`src/rtl/fft_frame_buffer_if.sv`:
```
// Sample/frame bus between the audio receiver, the frame buffer and FFT control.
// The master drives samples and acks; the slave (frame buffer) presents the held frame.
interface fft_frame_buffer_if #(
    parameter int WIDTH = 24
);
    logic signed [WIDTH-1:0] sample_in;
    logic                    sample_valid;
    logic                    frame_ack;
    logic signed [WIDTH-1:0] s0, s1, s2, s3, s4, s5, s6, s7;
    logic signed [WIDTH-1:0] s8, s9, s10, s11, s12, s13, s14, s15;
    logic                    frame_valid;
    logic [4:0]              fill_level;
    logic [7:0]              overflow_count;

    modport master (
        output sample_in, sample_valid, frame_ack,
        input  s0, s1, s2, s3, s4, s5, s6, s7,
        input  s8, s9, s10, s11, s12, s13, s14, s15,
        input  frame_valid, fill_level, overflow_count
    );

    modport slave (
        input  sample_in, sample_valid, frame_ack,
        output s0, s1, s2, s3, s4, s5, s6, s7,
        output s8, s9, s10, s11, s12, s13, s14, s15,
        output frame_valid, fill_level, overflow_count
    );
endinterface

```
`src/rtl/fft_frame_buffer.sv`:
```
// Double-buffered 16-sample frame collector with decimation feeding the FFT.
// One bank fills from the serial sample stream while the other holds a stable
// frame for the FFT until it is acknowledged; frames that complete while the
// hold bank is still occupied are dropped and counted.
module fft_frame_buffer #(
    parameter int WIDTH = 24,
    parameter int DECIM = 1
) (
    input logic          Clk,
    input logic          Reset,
    fft_frame_buffer_if.slave bus
);
    localparam logic [7:0] DCNT_LAST = 8'(DECIM - 1);

    logic signed [WIDTH-1:0] fill_bank [16];
    logic signed [WIDTH-1:0] hold_bank [16];
    logic [4:0]              fill_cnt;
    logic [7:0]              dcnt;
    logic                    held_valid;
    logic [7:0]              ovf_cnt;

    logic accept;
    logic complete;
    logic hold_free;

    // A sample is taken only on the first valid of each decimation period;
    // the 16th accepted sample completes a frame, which may move to the hold
    // bank if that bank is empty or being acknowledged in the same cycle.
    always_comb begin
        accept    = bus.sample_valid && (dcnt == 8'd0);
        complete  = accept && (fill_cnt == 5'd15);
        hold_free = !held_valid || bus.frame_ack;
    end

    // Decimation counter: counts every valid sample modulo DECIM.
    always_ff @(posedge Clk) begin
        if (!Reset) begin
            dcnt <= 8'd0;
        end else if (bus.sample_valid) begin
            dcnt <= (dcnt == DCNT_LAST) ? 8'd0 : dcnt + 8'd1;
        end
    end

    // Fill bank: store each accepted sample at the current slot, restart at
    // slot 0 once a frame completes whether it was transferred or dropped.
    always_ff @(posedge Clk) begin
        if (!Reset) begin
            fill_cnt <= 5'd0;
            for (int i = 0; i < 16; i++) begin
                fill_bank[i] <= '0;
            end
        end else if (accept) begin
            fill_bank[fill_cnt[3:0]] <= bus.sample_in;
            fill_cnt                 <= complete ? 5'd0 : fill_cnt + 5'd1;
        end
    end

    // Hold bank: load the completed frame (newest sample taken straight from
    // the input) only when free; otherwise the contents never change.
    always_ff @(posedge Clk) begin
        if (!Reset) begin
            for (int i = 0; i < 16; i++) begin
                hold_bank[i] <= '0;
            end
        end else if (complete && hold_free) begin
            for (int i = 0; i < 15; i++) begin
                hold_bank[i] <= fill_bank[i];
            end
            hold_bank[15] <= bus.sample_in;
        end
    end

    // Frame-valid flag and saturating drop counter; a transfer wins over an
    // ack so a simultaneous ack/completion leaves the flag set.
    always_ff @(posedge Clk) begin
        if (!Reset) begin
            held_valid <= 1'b0;
            ovf_cnt    <= 8'd0;
        end else if (complete && hold_free) begin
            held_valid <= 1'b1;
        end else if (complete) begin
            if (ovf_cnt != 8'd255) begin
                ovf_cnt <= ovf_cnt + 8'd1;
            end
        end else if (bus.frame_ack) begin
            held_valid <= 1'b0;
        end
    end

    // Present the hold bank and status on the bus.
    always_comb begin
        bus.s0             = hold_bank[0];
        bus.s1             = hold_bank[1];
        bus.s2             = hold_bank[2];
        bus.s3             = hold_bank[3];
        bus.s4             = hold_bank[4];
        bus.s5             = hold_bank[5];
        bus.s6             = hold_bank[6];
        bus.s7             = hold_bank[7];
        bus.s8             = hold_bank[8];
        bus.s9             = hold_bank[9];
        bus.s10            = hold_bank[10];
        bus.s11            = hold_bank[11];
        bus.s12            = hold_bank[12];
        bus.s13            = hold_bank[13];
        bus.s14            = hold_bank[14];
        bus.s15            = hold_bank[15];
        bus.frame_valid    = held_valid;
        bus.fill_level     = fill_cnt;
        bus.overflow_count = ovf_cnt;
    end
endmodule

```
`src/flat_wrapper.sv`:
```
// flat-port wrapper written by rule: the top's interface ports become plain ports
module fft_frame_buffer_flat 
#(
    parameter int WIDTH = 24,
    parameter int DECIM = 1
)
  (Clk, Reset, bus_sample_in, bus_sample_valid, bus_frame_ack, bus_s0, bus_s1, bus_s2, bus_s3, bus_s4, bus_s5, bus_s6, bus_s7, bus_s8, bus_s9, bus_s10, bus_s11, bus_s12, bus_s13, bus_s14, bus_s15, bus_frame_valid, bus_fill_level, bus_overflow_count);
  fft_frame_buffer_if #(.WIDTH(WIDTH)) bus_i ();
  input logic Clk;
  input logic Reset;
  input wire logic [$bits(bus_i.sample_in)-1:0] bus_sample_in;
  input wire logic [$bits(bus_i.sample_valid)-1:0] bus_sample_valid;
  input wire logic [$bits(bus_i.frame_ack)-1:0] bus_frame_ack;
  output wire logic [$bits(bus_i.s0)-1:0] bus_s0;
  output wire logic [$bits(bus_i.s1)-1:0] bus_s1;
  output wire logic [$bits(bus_i.s2)-1:0] bus_s2;
  output wire logic [$bits(bus_i.s3)-1:0] bus_s3;
  output wire logic [$bits(bus_i.s4)-1:0] bus_s4;
  output wire logic [$bits(bus_i.s5)-1:0] bus_s5;
  output wire logic [$bits(bus_i.s6)-1:0] bus_s6;
  output wire logic [$bits(bus_i.s7)-1:0] bus_s7;
  output wire logic [$bits(bus_i.s8)-1:0] bus_s8;
  output wire logic [$bits(bus_i.s9)-1:0] bus_s9;
  output wire logic [$bits(bus_i.s10)-1:0] bus_s10;
  output wire logic [$bits(bus_i.s11)-1:0] bus_s11;
  output wire logic [$bits(bus_i.s12)-1:0] bus_s12;
  output wire logic [$bits(bus_i.s13)-1:0] bus_s13;
  output wire logic [$bits(bus_i.s14)-1:0] bus_s14;
  output wire logic [$bits(bus_i.s15)-1:0] bus_s15;
  output wire logic [$bits(bus_i.frame_valid)-1:0] bus_frame_valid;
  output wire logic [$bits(bus_i.fill_level)-1:0] bus_fill_level;
  output wire logic [$bits(bus_i.overflow_count)-1:0] bus_overflow_count;
  assign bus_i.sample_in = bus_sample_in;
  assign bus_i.sample_valid = bus_sample_valid;
  assign bus_i.frame_ack = bus_frame_ack;
  assign bus_s0 = bus_i.s0;
  assign bus_s1 = bus_i.s1;
  assign bus_s2 = bus_i.s2;
  assign bus_s3 = bus_i.s3;
  assign bus_s4 = bus_i.s4;
  assign bus_s5 = bus_i.s5;
  assign bus_s6 = bus_i.s6;
  assign bus_s7 = bus_i.s7;
  assign bus_s8 = bus_i.s8;
  assign bus_s9 = bus_i.s9;
  assign bus_s10 = bus_i.s10;
  assign bus_s11 = bus_i.s11;
  assign bus_s12 = bus_i.s12;
  assign bus_s13 = bus_i.s13;
  assign bus_s14 = bus_i.s14;
  assign bus_s15 = bus_i.s15;
  assign bus_frame_valid = bus_i.frame_valid;
  assign bus_fill_level = bus_i.fill_level;
  assign bus_overflow_count = bus_i.overflow_count;
  fft_frame_buffer #(.WIDTH(WIDTH), .DECIM(DECIM)) u_core (.Clk(Clk), .Reset(Reset), .bus(bus_i));
endmodule
```
`config.mk`:
```
export PLATFORM = sky130hd
export DESIGN_NAME = fft_frame_buffer_flat
export DESIGN_NICKNAME = d
export VERILOG_FILES = /design/src/rtl/fft_frame_buffer_if.sv /design/src/rtl/fft_frame_buffer.sv /design/src/flat_wrapper.sv
export SDC_FILE = /design/constraint.sdc
export NUM_CORES = 1
export LEC_CHECK = 0
export ABC_AREA = 0
export CAP_MARGIN = 30
export CORE_ASPECT_RATIO = 0.6
export CORE_MARGIN = 10
export CORE_UTILIZATION = 58
export DETAILED_ROUTE_END_ITERATION = 8
export PLACE_DENSITY = 0.81
export SYNTH_ARGS = -nofsm -noshare
export SYNTH_HDL_FRONTEND = slang
export SYNTH_SLANG_ARGS = --single-unit
```
`constraint.sdc`:
```
create_clock -name Clk -period 60.7 [get_ports Clk]
set_input_delay 6.07 -clock Clk [delete_from_list [all_inputs] [get_ports Clk]]
set_output_delay 6.07 -clock Clk [all_outputs]
set_load 0.05 [all_outputs]
```
==> results.cfg <==
[status]
outcome = finished clean

[hold_path]
hold_path_class = flip-flop to flip-flop

[sta]
fin_ws_ns = 50.94
finClkSkew_ns = 0.0265
slew_viol_final = 0
setup_viol = 0
hold_viol = 0
worst_pin_slew_ns = 1.45
max_slew_margin_pct = 3.04
period_minus_slack_ns = 9.76
fmax_mhz = 102
setup_tns_ns = 0
rsz0062_at_grt = false
final.period_utilization_pct = 16.1

[place]
gp_congestion = 0.808
post-dp-hpwl_mm = 46.4
placed_cells = 2769
io_buffers = 425
dp_slack_ns = 50.48

[global_routing]
antenna_found_initial = 13
grt_max_degree = 197
grt_pass1_vias = 15642
grt_use_total_pct = 23.7
overflow = 0
grt_pass1_wl_mm = 103

[die]
dieArea_mm2 = 0.0595
boundaryPins = 426
coreArea_mm2 = 0.0493
dieHeight_um = 193
rows = 63
initial_core_util_pct = 58.6
die_w_um = 308

[cts]
cts_buffers = 67
hold_buffers = 0
clkLatencyLatePin_ns = 0.59
cts_sinks = 766
clkTransAtPathRegs_ns = 0.07
post_cts_buffers = 0
cts_tree = done
cts-root-buf = clkbuf_16
cts_buffer_depth = 3
htree_levels = 3
cts_resized = 0

[setup_path]
critPathCaptureType = flip-flop
cp_cell_sequence = clkdlybuf4s50_1 -> nor4b_4 -> nand2_2 -> o31ai_4 -> buf_12 -> buf_12
path_class = primary input to flip-flop
cp_slowest_cell = buf_12
arrival_ns = 9.93
crit_top_cell = buf_12
cp_max_fo = 196
crit_required_ns = 60.87
max_stage_delay_ns = 0.73
cp.buffers_inverters = 3
cp-start-kind = primary input
critPathTopFamily = buffers and inverters

[synthesis]
syn_avg_cell_area_um2 = 16.5
synth_top_cell_by_area = edfxtp_1
synth_cell_types = 38
ys_ff_latch = 766
syn_area_mm2 = 0.0289
seq_area_frac_synth_pct = 78.8
netlist_instances = 1753
synth_top_cells_by_area = edfxtp_1, and2_1, dfxtp_1, clkbuf_1, clkbuf_2
yosys_warnings = 0
syn_nets = 1788
synth_top_area_share_pct = 77.3

[route]
avgRoutedWirePerCell_um = 24.5
viasPerCell = 5.36
vias = 15551
drt_iter0_markers = 1803
drc = 0
wirelength_mm = 71.2
drtAntennaViolNets = 0
first_pass_iters = 5

[finish]
regArea_mm2 = 0.0228
fin_util_pct = 73.6
fin_nets = 2230
multi_input_comb_area_mm2 = 0.00567
stdcell_count = 2901
drive_above_1_share_pct = 7.56
fill_cells = 2892
areaGrowthSynthToFinish_pct = 25.5

[power]
p_leak_nw = 13.4
peakVddDrop_uv = 29.3
total_power_w = 0.00111
p_per_area_mw_per_mm2 = 30.6

[flow_run]
drv_cap = 0
-- flip-flops by register name (all words and copies together) (netlist names) --
register / count
u_core.bus.frame_valid: 1
u_core.fill_bank: 360
u_core.bus.fill_level: 5
u_core.hold_bank: 384
u_core.dcnt: 8
u_core.bus.overflow_count: 8
-- routing by layer --
layer	vias to the layer above	track usage [%]	part of all wire, %
met5	-	0	0
met4	0	6.48	2.5
met3	116	5.16	9.2
met2	703	40.5	50
met1	7756	30.7	38
li1	6976	-	-
-- synthesized netlist by cell type, drive strengths merged --
library cell  instances
a21oi                 7
a311oi                1
a41oi                 1
and2                745
and3                  3
and4b                 1
buf                   6
clkbuf               98
clkinv                1
dfxtp                22
edfxtp              744
ha                    7
inv                   5
mux2i                 4
nand2                19
nand2b               19
nand3                 7
nand4                 5
nand4b                1
nor2                 14
nor2b                 1
nor3                 13
nor4                  5
nor4b                 2
o211a                 1
o21ai                 6
o31ai                 2
or3                   3
or4                   2
xnor2                 4
xor2                  4
-- report_power, final --
part	total, W	switching [W]	internal, W
clock network	0.000406	0.000187	0.000219
logic	0.0000959	0.0000696	0.0000263
registers	0.000608	0.00000776	0.000600
-- logic make-up (layout without fill, tap and decap cells) --
family	count (synthesis)	in the layout	synth area share [%]
AND/OR/NAND/NOR	840	840	18.5
other	0	3	0
AO/OA/AOI/OAI	18	18	0.372
XOR/XNOR	8	8	0.242
flip-flops	766	766	78.8
adder cells (fa/ha/maj)	7	7	0.303
buffers and inverters	110	605	1.65
multiplexers	4	4	0.138
-- through the flow --
step,instance area [um2],hold slack [ns]
after global routing,36300,0.516
after detailed placement,34100,0.492
after CTS,36200,0.503
after floorplan,28900,0.497
after global placement,33800,0.485
final,36300,0.496
-- final timing paths --
kind	startpoint	endpoint	slack [ns]	cells after the start
min reg2reg	u_core.fill_bank[2][13]	u_core.hold_bank[0][61]	0.50	1
min	u_core.fill_bank[2][13]	u_core.hold_bank[0][61]	0.50	1
max	bus_sample_valid	u_core.hold_bank[0][68]	50.94	6
max reg2reg	u_core.dcnt[1]	u_core.hold_bank[0][68]	56.44	7
-- final cells by class --
| type | instances | area share, % |
|---|---|---|
| antenna | 3 | 0.0207 |
| tap | 650 | 2.24 |
| inverter | 6 | 0.0620 |
| clock inverter | 49 | 0.958 |
| clock buffer | 73 | 4.74 |
| sequential | 766 | 62.7 |
| timing repair buffer | 477 | 13.6 |
| multi-input combinational | 877 | 15.6 |
-- cell usage in the layout (no fill, tap or decap), types with 5 or more instances in the layout --
cell type | synthesis | layout
nand3_1 | 7 | 7
nand4_1 | 5 | 5
dfxtp_1 | 22 | 22
buf_16 | 0 | 9
clkbuf_1 | 66 | 5
a21oi_1 | 7 | 7
buf_4 | 2 | 28
ha_1 | 7 | 7
nor4_4 | 5 | 5
nand2b_1 | 19 | 19
nor2_1 | 14 | 14
nor3_4 | 6 | 6
nand2_1 | 18 | 18
inv_1 | 5 | 5
clkinv_2 | 0 | 17
buf_8 | 0 | 11
edfxtp_1 | 744 | 744
o21ai_0 | 6 | 6
clkbuf_16 | 0 | 68
clkinv_1 | 1 | 21
and2_1 | 745 | 745
clkdlybuf4s50_1 | 0 | 424
nor3_2 | 5 | 5
-- worst reg2reg max path, stage by stage (launching register included) --
cell     delay [ns]
dfxtp_1        0.35
inv_1          0.07
ha_1           0.15
nor4b_2        0.38
nand2_2        0.56
o31ai_4        0.45
buf_12         0.73
buf_12         0.60
No activity file was read; power rests on OpenSTA's default activity.
